**src/rtl/time_capture_writer.sv**
```systemverilog
// time_capture_writer
//   Producer side of the time-domain display RAM. It captures one triggered,
//   decimated and clipped frame of signed audio samples, oscilloscope style,
//   and writes it through RAM port A. After each frame it holds off for a
//   programmable number of cycles and then re-arms.
//
// Ports
//   ck100MHz     in   system clock, rising edge
//   reset        in   synchronous, active-high reset
//   sampleValid  in   one-cycle strobe qualifying sampleData
//   sampleData   in   signed audio sample
//   decim        in   keep one of every decim+1 samples while capturing
//   trigEn       in   1 = level trigger, 0 = free-run
//   trigLevel    in   signed trigger threshold (strict rising crossing)
//   enaTime      out  RAM port-A enable (same as weaTime)
//   weaTime      out  RAM port-A write strobe
//   addraTime    out  RAM write address
//   dinaTime     out  clipped sample being written
//   capturing    out  high while in the CAPTURE state
//   frameDone    out  one-cycle pulse together with the last write
module time_capture_writer #(
  parameter int DATA_W         = 8,
  parameter int NUM_POINTS     = 640,
  parameter int HOLDOFF_CYCLES = 1666666,
  parameter int TRIG_TIMEOUT   = 4096,
  parameter int CLIP_HI        = 119,
  parameter int CLIP_LO        = -120
) (
  input  logic                     ck100MHz,
  input  logic                     reset,
  input  logic                     sampleValid,
  input  logic signed [DATA_W-1:0] sampleData,
  input  logic [3:0]               decim,
  input  logic                     trigEn,
  input  logic signed [DATA_W-1:0] trigLevel,
  output logic                     enaTime,
  output logic                     weaTime,
  output logic [9:0]               addraTime,
  output logic signed [DATA_W-1:0] dinaTime,
  output logic                     capturing,
  output logic                     frameDone
);

  localparam int TMO_W = $clog2(TRIG_TIMEOUT + 1);
  localparam int HO_W  = $clog2(HOLDOFF_CYCLES + 1);

  localparam logic [TMO_W-1:0]         TMO_LAST = TMO_W'(TRIG_TIMEOUT - 1);
  localparam logic [HO_W-1:0]          HO_LAST  = HO_W'(HOLDOFF_CYCLES - 1);
  localparam logic [9:0]               PT_LAST  = 10'(NUM_POINTS - 1);
  localparam logic signed [DATA_W-1:0] HI       = DATA_W'(CLIP_HI);
  localparam logic signed [DATA_W-1:0] LO       = DATA_W'(CLIP_LO);

  typedef enum logic [1:0] {
    ARM     = 2'd0,
    CAPTURE = 2'd1,
    HOLDOFF = 2'd2
  } state_t;

  state_t state, state_nxt;

  logic [9:0]               pt_cnt;
  logic [3:0]               dec_cnt;
  logic [TMO_W-1:0]         tmo_cnt;
  logic [HO_W-1:0]          ho_cnt;
  logic signed [DATA_W-1:0] prevSample;
  logic                     prevValid;

  logic                     crossing;
  logic                     wr_p0;
  logic                     last_p0;
  logic signed [DATA_W-1:0] data_p0;

  // Bound the sample so that 120 - sample stays inside the display rows.
  function automatic logic signed [DATA_W-1:0] clip(input logic signed [DATA_W-1:0] s);
    if (s > HI)      return HI;
    else if (s < LO) return LO;
    else             return s;
  endfunction

  assign capturing = (state == CAPTURE);

  // Stage p0: trigger / keep decision on the incoming sample
  always_comb begin
    state_nxt = state;
    wr_p0     = 1'b0;
    crossing  = prevValid && (prevSample < trigLevel) && (sampleData >= trigLevel);
    data_p0   = clip(sampleData);
    case (state)
      ARM: begin
        if (sampleValid && (!trigEn || crossing || (tmo_cnt == TMO_LAST))) begin
          wr_p0     = 1'b1;
          state_nxt = (pt_cnt == PT_LAST) ? HOLDOFF : CAPTURE;
        end
      end
      CAPTURE: begin
        if (sampleValid && (dec_cnt == decim)) begin
          wr_p0 = 1'b1;
          if (pt_cnt == PT_LAST) state_nxt = HOLDOFF;
        end
      end
      HOLDOFF: begin
        if (ho_cnt == HO_LAST) state_nxt = ARM;
      end
      default: state_nxt = ARM;
    endcase
    last_p0 = wr_p0 && (pt_cnt == PT_LAST);
  end

  // Stage p1: registered RAM write port and control counters
  always_ff @(posedge ck100MHz) begin
    if (reset) begin
      state     <= ARM;
      pt_cnt    <= '0;
      dec_cnt   <= '0;
      tmo_cnt   <= '0;
      ho_cnt    <= '0;
      prevValid <= 1'b0;
      enaTime   <= 1'b0;
      weaTime   <= 1'b0;
      frameDone <= 1'b0;
      addraTime <= '0;
      dinaTime  <= '0;
    end else begin
      state     <= state_nxt;
      enaTime   <= wr_p0;
      weaTime   <= wr_p0;
      frameDone <= last_p0;
      if (sampleValid) prevValid <= 1'b1;

      if (wr_p0) begin
        addraTime <= pt_cnt;
        dinaTime  <= data_p0;
        pt_cnt    <= last_p0 ? 10'd0 : pt_cnt + 10'd1;
      end

      case (state)
        ARM: begin
          if (sampleValid) begin
            if (wr_p0) begin
              tmo_cnt <= '0;
              dec_cnt <= '0;
            end else begin
              tmo_cnt <= tmo_cnt + 1'b1;
            end
          end
        end
        CAPTURE: begin
          // Not reset on a live decim change: a counter above the new
          // decim simply wraps through 15 back to 0.
          if (sampleValid) dec_cnt <= (dec_cnt == decim) ? 4'd0 : dec_cnt + 4'd1;
        end
        HOLDOFF: begin
          if (ho_cnt == HO_LAST) begin
            ho_cnt  <= '0;
            tmo_cnt <= '0;
          end else begin
            ho_cnt <= ho_cnt + 1'b1;
          end
        end
        default: ;
      endcase
    end
  end

  // Previous sample tracks every valid input regardless of state
  always_ff @(posedge ck100MHz) begin
    if (sampleValid) prevSample <= sampleData;
  end

endmodule

```
**config.mk**
```make
export PLATFORM = sky130hd
export DESIGN_NAME = time_capture_writer
export DESIGN_NICKNAME = d
export VERILOG_FILES = /design/src/rtl/time_capture_writer.sv
export SDC_FILE = /design/constraint.sdc
export NUM_CORES = 1
export LEC_CHECK = 0
export CAP_MARGIN = 20
export CORE_MARGIN = 2
export CORE_UTILIZATION = 35
export DETAILED_ROUTE_END_ITERATION = 6
export DONT_BUFFER_PORTS = 1
export GPL_ROUTABILITY_DRIVEN = 0
export MAX_ROUTING_LAYER = met4
export PLACE_DENSITY_LB_ADDON = 0.2
export SETUP_SLACK_MARGIN = 0.02
export SLEW_MARGIN = 20
export SYNTH_ARGS = -nofsm -noshare
export SYNTH_HDL_FRONTEND = slang
export SYNTH_SLANG_ARGS = --single-unit
export TNS_END_PERCENT = 50
```
**constraint.sdc**
```tcl
create_clock -name ck100MHz -period 2.79 [get_ports ck100MHz]
set_clock_uncertainty 0.15 [all_clocks]
set_input_delay 0.558 -clock ck100MHz [delete_from_list [all_inputs] [get_ports ck100MHz]]
set_output_delay 0.558 -clock ck100MHz [all_outputs]
set_load 0.03 [all_outputs]
```
==> results, run 1 <==
- From synthesis to final layout, the design area changed by 14.1%.
- At the end of the flow the core is filled with cells to 0.414.
- The mapped cell area is 3990 um^2.
- The internal power contribution is 2.04 mW.
- IR analysis of the VDD net gives a maximum drop of 0.000243 V.
- Of the total power, registers draw 0.458.
- The post-layout total power is 2.66 mW.
- The power per cell area is 586 nW/um^2.
- Clock tree synthesis selected as its root buffer the cell sky130_fd_sc_hd__clkbuf_16.
- Of the total power, the share spent switching nets is 0.235.
- In the final layout, flip-flops and latches occupy 1660 um^2.
- Entering global routing, the biggest net connects 61 pins.
- The count of max-cap constraint violations is 0.
- In the synthesized netlist the async set-or-reset flop fraction comes to 0.
- After synthesis, the mean cell area works out to 8.46 um^2.
- The warning count from the yosys run is 0.
- The most frequent cell after synthesis is sky130_fd_sc_hd__dfxtp_1.
- The number of antenna violations at the first check in global routing came to 0.
- The synthesized design contains 79 register bits.
- The post-detailed-routing wire length is 8.97 mm.
- The initial core utilization is 0.363.
- The number of global-route vias before repair is 3,160.
- STA classifies the critical path startpoint as a flip-flop.
- The share of the synthesized area in the top cell type is 0.357.
- The ratio of cells with drive above 1 in the final layout is 0.0864.
- For the pin with the worst max-slew slack, the measured transition is 0.651 ns.
- The first detailed-routing pass took 6 iterations.
- Hold repair after CTS inserted 0 buffers.
- The number of different library cells used by synthesis comes to 58.
- STA classifies the critical path endpoint as a flip-flop.
- In this run the tool buffered the top-level ports with 0 buffer cells.
- TritonCTS built the clock tree.
- The share of synthesized area occupied by flip-flops and latches is 0.417.
- On the final layout, the worst hold slack is 0.139 ns.
- The number of antenna cells inserted is 0.
- The count of nets after finishing is 526.
- By area the synthesized netlist is led by sky130_fd_sc_hd__dfxtp_1 36%, sky130_fd_sc_hd__ha_1 6.6%, sky130_fd_sc_hd__a21oi_1 6.4%.
- Ranked by instance count, the synthesized netlist is headed by 71 x sky130_fd_sc_hd__dfxtp_1, 51 x sky130_fd_sc_hd__a21oi_1, 49 x sky130_fd_sc_hd__nand2_1.
- In this run the standard cell core region covers 11,000 um^2.
- In this run the number of H-tree levels came out at 3.
- The final-report setup violation count is 0.
- The arrival time of data at the critical path endpoint is 2.70 ns.
- The floorplan row count is 38.
- The final hold violation count is 0.
- The total via count after detailed routing is 3,314.
- The die covers 12,300 um^2.
- Headroom to the max-slew limit came out at 0.565.
- The number of clock sinks is 79.
- The detailed router finished its first iteration with 100 violations.
- The final global-route overflow total is 0.
- The number of buffers inserted during clock tree synthesis is 9.
- The highest achievable clock rate is 386 MHz.
- The proportion of power drawn by the clock network is 0.466.
- The clock slew seen by the registers of the worst setup and hold paths is 0.06 ns.
- The count of pins over their slew limit came to 0.
- The floorplan step set the die width to 111 um.
- The worst path in the final design needs a cycle of 2.59 ns, including I/O delays and setup.
- The critical path is of the reg -> reg type.
- The number of nets handed over by synthesis was 516.
- The path class of the tightest hold or removal check is in -> reg.
- Summed over all nets, the switching power comes to 0.625 mW.
- The run finished with clean final reports.
- The top flip-flop cell by instance count after synthesis is sky130_fd_sc_hd__dfxtp_1.
- Of all cell types, the one taking the most synthesized area is sky130_fd_sc_hd__dfxtp_1.
- Summed over all cells, the static leakage comes to 1.66 nW.
- Setup repair after global routing left no endpoint under its margin.
- The count of nets left with antenna violations once routing finished came out at 0.
- The first global-routing pass estimated 15.2 mm of wire.
- At the later pin of the worst-skew pair, clock insertion delay measures 0.34 ns.
- For this run, the total global-route usage over all layers was measured as 0.154.
- For this design the top-level I/O count stands at 46.
- In the finished design, the share of the clock period the worst path needs comes to 0.928.
- Data on the critical path is required at its endpoint by 2.91 ns.
- The number of DRC violations after detailed routing is 0.
- In the final layout, the multi-input gates occupy 2160 um^2.
- The largest fanout on the critical path is 14.
- The number of enable flip-flop cells after synthesis is 8.
- The layout has 1,102 filler cells.
- The combinational group share of total power is 0.076.
- In this run the deepest clock path goes through 2 buffers.
- In the synthesized netlist, the number of instances is 471.
- The y dimension of the die is 111 um.
- The via count normalized by instance count is 5.29.
- After detailed routing, the average wire length per cell comes to 14.3 um.
- The post-DP HPWL is 6.41 mm.
==> power by group through the flow <==
stage	Sequential [mW]	Clock (mW)	Combinational [mW]
floorplan	1.24	0	0.163
global placement	1.24	0	0.194
detailed placement	1.24	0	0.199
CTS	1.22	1.27	0.200
global route	1.22	1.32	0.232
finish	1.22	1.24	0.203
==> flip-flops by register name, summed over array words and instances, names as in the netlist, 2 cells and up <==
register and count:
ho_cnt 21, tmo_cnt 13, addraTime 10, pt_cnt 10, dinaTime 8, prevSample 8
dec_cnt 4, state 2
==> final timing paths <==
kind / from / to / slack (ns) / cells past startpoint
hold / removal: reset / tmo_cnt[0]$_SDFFE_PP0P_ / 0.14 / 1
hold reg to reg: pt_cnt[5]$_SDFFE_PP0P_ / addraTime[5]$_SDFFE_PP0P_ / 0.32 / 2
setup reg to reg: prevSample[5]$_DFFE_PP_ / pt_cnt[4]$_SDFFE_PP0P_ / 0.20 / 8
setup / recovery: prevSample[5]$_DFFE_PP_ / pt_cnt[4]$_SDFFE_PP0P_ / 0.20 / 8
==> final cells by class <==
cell class / count / share of cell area
Clock inverter: 4 / 0.0113
Tap cell: 140 / 0.0385
Clock buffer: 12 / 0.0589
Sequential cell: 79 / 0.365
Inverter: 21 / 0.0173
Timing Repair Buffer: 18 / 0.0333
Multi-Input combinational cell: 352 / 0.475
==> metal layers <==
layer	track usage	wire (um)
met5	-	0
met4	0.0500	122
met3	0.0366	257
met2	0.232	4100
met1	0.205	4490
==> per-stage QoR <==
step / cells / setup WS [ns] / setup TNS (ns) / cell area (um^2)
3_5_place_dp: 609 / -0.109 / -1.14 / 4200
2_1_floorplan: 471 / 0.0269 / 0 / 3990
3_3_place_gp: 609 / -0.0618 / -0.390 / 4200
4_1_cts: 625 / 0.116 / 0 / 4520
5_1_grt: 626 / 0.0331 / 0 / 4550
6_report: 626 / 0.202 / 0 / 4550
==> worst max-delay path: stages, from the launching register on <==
cell                        delay (ns)
sky130_fd_sc_hd__edfxtp_1         0.36
sky130_fd_sc_hd__ha_1             0.29
sky130_fd_sc_hd__a21o_1           0.19
sky130_fd_sc_hd__a2111oi_4        0.35
sky130_fd_sc_hd__o21ai_2          0.12
sky130_fd_sc_hd__o31ai_4          0.32
sky130_fd_sc_hd__a21oi_4          0.17
sky130_fd_sc_hd__or4_1            0.49
sky130_fd_sc_hd__o21ai_1          0.08
==> timing repair <==
action / 4_1_cts / 5_1_grt
gates resized for setup: 0 / 3
hold endpoints to repair: 0 / 0
setup endpoints to repair: 0 / 11
setup buffers: 0 / 1
==> layout by cell type, fill, tap and decap left out, types with 4 or more instances in the layout <==
cell                        netlist  routed
sky130_fd_sc_hd__a21oi_1         51      51
sky130_fd_sc_hd__nor3_1          10      10
sky130_fd_sc_hd__ha_1            21      21
sky130_fd_sc_hd__xnor2_1          4       4
sky130_fd_sc_hd__nand2b_1         9       9
sky130_fd_sc_hd__or3_1           13      13
sky130_fd_sc_hd__inv_1           21      21
sky130_fd_sc_hd__o21ai_0         22      22
sky130_fd_sc_hd__nand2_1         49      49
sky130_fd_sc_hd__dfxtp_1         71      71
sky130_fd_sc_hd__and3_1           7       7
sky130_fd_sc_hd__edfxtp_1         8       8
sky130_fd_sc_hd__nand3_1         22      22
sky130_fd_sc_hd__or4_1            5       5
sky130_fd_sc_hd__clkbuf_16        0      10
sky130_fd_sc_hd__nand4_1          9       9
sky130_fd_sc_hd__a211oi_1         7       7
sky130_fd_sc_hd__nor2b_1          9       9
sky130_fd_sc_hd__nor4_1           6       6
sky130_fd_sc_hd__nor2_1          47      47
sky130_fd_sc_hd__and2_1           4       4
sky130_fd_sc_hd__buf_4            4      16
sky130_fd_sc_hd__xor2_1          15      15
==> cells by family (layout without fill, tap and decap cells) <==
group / after synthesis / count (layout) / share of synthesized area
AND/OR/NAND/NOR: 202 / 202 / 0.256
AO/OA/AOI/OAI: 107 / 107 / 0.167
flip-flops: 79 / 79 / 0.417
buffers and inverters: 40 / 55 / 0.0443
adder cells (fa/ha/maj): 21 / 21 / 0.0659
XOR/XNOR: 19 / 19 / 0.0418
multiplexers: 3 / 3 / 0.00816
Power figures use the tool's default switching activity.
==> run 2: changes to the inputs <==
--- a/config.mk
+++ b/config.mk
@@ -14,7 +14,6 @@
 export MAX_ROUTING_LAYER = met4
 export PLACE_DENSITY_LB_ADDON = 0.2
 export SETUP_SLACK_MARGIN = 0.02
-export SLEW_MARGIN = 20
 export SYNTH_ARGS = -nofsm -noshare
 export SYNTH_HDL_FRONTEND = slang
 export SYNTH_SLANG_ARGS = --single-unit
==> results of run 2 <==
The final DEF is identical to that of run 1; final timing and power are the same.
==> run 3: changes to the inputs <==
--- a/config.mk
+++ b/config.mk
@@ -6,6 +6,7 @@
 export NUM_CORES = 1
 export LEC_CHECK = 0
 export CAP_MARGIN = 20
+export CORE_ASPECT_RATIO = 0.8
 export CORE_MARGIN = 2
 export CORE_UTILIZATION = 35
 export DETAILED_ROUTE_END_ITERATION = 6
==> run 3 against run 2 <==
Net effect:
- hold slack improved by 0.00080 ns
- final cell count increased by 1.3%
- via count increased by 0.75%
- sequential power about the same
- power decreased by 4.6%
- critical path depth unchanged
- global-route usage increased by 0.57 points
- die area about the same
- worst setup slack got worse by 0.038 ns
==> results, run 3 (synthesis results as in run 1) <==
- Of the total power, registers draw 0.480.
- The count of pins over their slew limit is 0.
- Buffers placed on the I/O ports in this run total 0.
- The number of cells on the worst hold path is 1.
- On the final layout, the worst hold slack is 0.139 ns.
- The standard cell core area is 11,000 um^2.
- The largest fanout on the critical path is 15.
- In this run the critical register-to-register path is launched from prevSample[5]$_DFFE_PP_.
- Summed over all nets, the switching power comes to 0.620 mW.
- The area enclosed by the die boundary is 12,300 um^2.
- For this configuration, the core starts out at a cell density of 0.363.
- For the worst setup path, the data required time is 2.91 ns.
- The slew at the pin closest to its max-slew limit is 0.652 ns.
- The kind of cell with the highest combined delay along the critical path is compound AO/OA/AOI/OAI gates.
- The final hold violation count is 0.
- The die span in x is 123 um.
- Of the cells placed in the final design, the portion with a size suffix greater than 1 is 0.0939.
- The reg2reg setup slack is 0.16 ns.
- No sink is reached through more buffers than the 2 on the longest clock path.
- For hold timing, the worst endpoint is addraTime[9]$_SDFFE_PP0P_.
- The library cell used as clock root buffer is sky130_fd_sc_hd__clkbuf_16.
- The final period utilization is 0.941.
- The worst slack at placement is -0.121 ns.
- The slowest stage of the critical path is the sky130_fd_sc_hd__or4_1 cell.
- For this run the aggregate overflow at the end of global routing stands at 0.
- The count of nets after finishing is 530.
- The first-pass GRT wire length is 15.3 mm.
- IR analysis of the VDD net gives a maximum drop of 0.000348 V.
- Setup repair after global routing could not meet its margin everywhere.
- The largest stage delay on the critical path is 0.50 ns.
- Entering global routing, the biggest net connects 61 pins.
- The number of buffers and inverters on the critical path is 0.
- The run finished with clean final reports.
- The register with the most flip-flops in the layout has 21 of them.
- The count of max-cap constraint violations is 0.
- Dividing the detail-routed wire length by the instance count gives 13.8 um.
- The latest clock arrival within the worst-skew pair is 0.34 ns.
- After routing the design area is 4530 um^2.
- Summing over every cut layer, the via total after detailed routing is 3,339.
- The number of DRC markers in iteration 0 is 165.
- The worst slew margin relative to its limit is 0.564.
- The global-route total usage across every layer is 0.160.
- TritonCTS built the clock tree.
- The number of buffers inserted during clock tree synthesis is 9.
- For this run, the top clock speed supported by timing is 381 MHz.
- Cell internal power was estimated by the tool at 1.92 mW.
- Setup violations remaining at the end of the flow were counted as 0.
- The number of antenna diodes in the final layout is 0.
- For this block, the routed nets add up to 8.73 mm of wire.
- The detail route stage leaves a number of antenna-violating nets equal to 0.
- STA classifies the critical path endpoint as a flip-flop.
- The H-tree depth is 3.
- The total iterations of the first detailed-routing run is 5.
- The setup slack of the critical path after layout is 0.164 ns.
- The initialized floorplan defines 34 standard-cell rows.
- The largest register by flop count is ho_cnt.
- The floorplan step set the die height to 99.4 um.
- The number of antenna violations at the first check in global routing is 0.
- Clock-pin slew was measured on the worst setup and hold paths at 0.06 ns.
- The library cells used most frequently in the layout, excluding fill and tap cells, are 71 x sky130_fd_sc_hd__dfxtp_1, 51 x sky130_fd_sc_hd__a21oi_1, 49 x sky130_fd_sc_hd__nand2_1.
- The final core area utilization is 0.413.
- The commonest non-fill, non-tap cell in the layout is sky130_fd_sc_hd__dfxtp_1.
- From synthesis to final layout, the design area changed by 13.6%.
- The share of total power dissipated in combinational logic is 0.080.
- The power per cell area is 561 nW/um^2.
- The type of the setup path with the least slack is reg -> reg.
- In this run the worst setup path begins at prevSample[5]$_DFFE_PP_.
- The worst hold path begins at reset.
- The via count normalized by instance count is 5.27.
- The number of clock sinks is 79.
- The type of element launching the critical path is a flip-flop.
- In this run the cell area measured after placement is 4230 um^2.
- Of the total power, the share spent switching nets is 0.244.
- Detailed placement ended at an HPWL of 6.28 mm.
- The end of the worst register-to-register path is pt_cnt[4]$_SDFFE_PP0P_.
- The total of hold buffers inserted after clock tree synthesis is 0.
- The setup TNS is 0 ns.
- The largest registers in the layout are ho_cnt x21, tmo_cnt x13.
- In this run the static leakage power is 1.66 nW.
- The minimum clock period after layout is 2.63 ns.
- The number of top-level design ports is 46.
- Of the total power, the clock network draws 0.440.
- The number of DRC violations after detailed routing is 0.
- For the worst flop-to-flop path, the logic depth is 8.
- The class of the tightest hold or removal check is in -> reg.
- The number of global-route vias before repair is 3,306.
- Walking the worst path, the cells encountered are ha_1 -> a21o_1 -> a2111oi_4 -> o21ai_2 -> o31ai_4 -> a21oi_2 -> or4_1 -> o21ai_1.
- For the worst setup path, the data arrival time is 2.74 ns.
run 3: power by group through the flow:
stage	registers [mW]	clock network, mW	logic [mW]
3_5_place_dp	1.25	0	0.201
5_1_grt	1.22	1.21	0.231
4_1_cts	1.22	1.16	0.202
3_3_place_gp	1.24	0	0.196
6_report	1.22	1.12	0.203
2_1_floorplan	1.24	0	0.163
run 3: worst max path at each step:
stage	end	slack, ns	cells after the start
2_1_floorplan	pt_cnt[7]$_SDFFE_PP0P_	0.03	10
3_3_place_gp	pt_cnt[4]$_SDFFE_PP0P_	-0.05	9
3_5_place_dp	dinaTime[0]$_SDFFE_PP0P_	-0.12	10
4_1_cts	dinaTime[0]$_SDFFE_PP0P_	0.11	9
5_1_grt	pt_cnt[4]$_SDFFE_PP0P_	-0.01	8
6_report	pt_cnt[4]$_SDFFE_PP0P_	0.16	8
run 3: per-layer routing:
metal	vias up	part of all wire	wire, um	GRT usage
met2	71	0.45	3940	0.242
met5	-	0	0	-
met4	0	0.017	148	0.0568
met3	16	0.056	486	0.0522
li1	1704	-	-	-
met1	1548	0.48	4150	0.199
run 3: cell type report:
type | instances | area, um^2
fill | 1134 | 6450
multi-input combinational | 352 | 2150
sequential | 79 | 1660
clock buffer | 12 | 256
tap | 144 | 180
timing repair buffer | 22 | 169
inverter | 21 | 78.8
clock inverter | 4 | 30.0
run 3: repair_timing:
item / CTS / global route
setup endpoints to repair: 0 / 7
gates resized for setup: 0 / 2
buffers inserted: 0 / 1
run 3: stage by stage:
| step | power (mW) | cells |
|---|---|---|
| after global routing | 2.67 | 634 |
| after detailed placement | 1.45 | 617 |
| final | 2.54 | 634 |
| after global placement | 1.44 | 617 |
| after floorplan | 1.40 | 471 |
| after CTS | 2.58 | 633 |
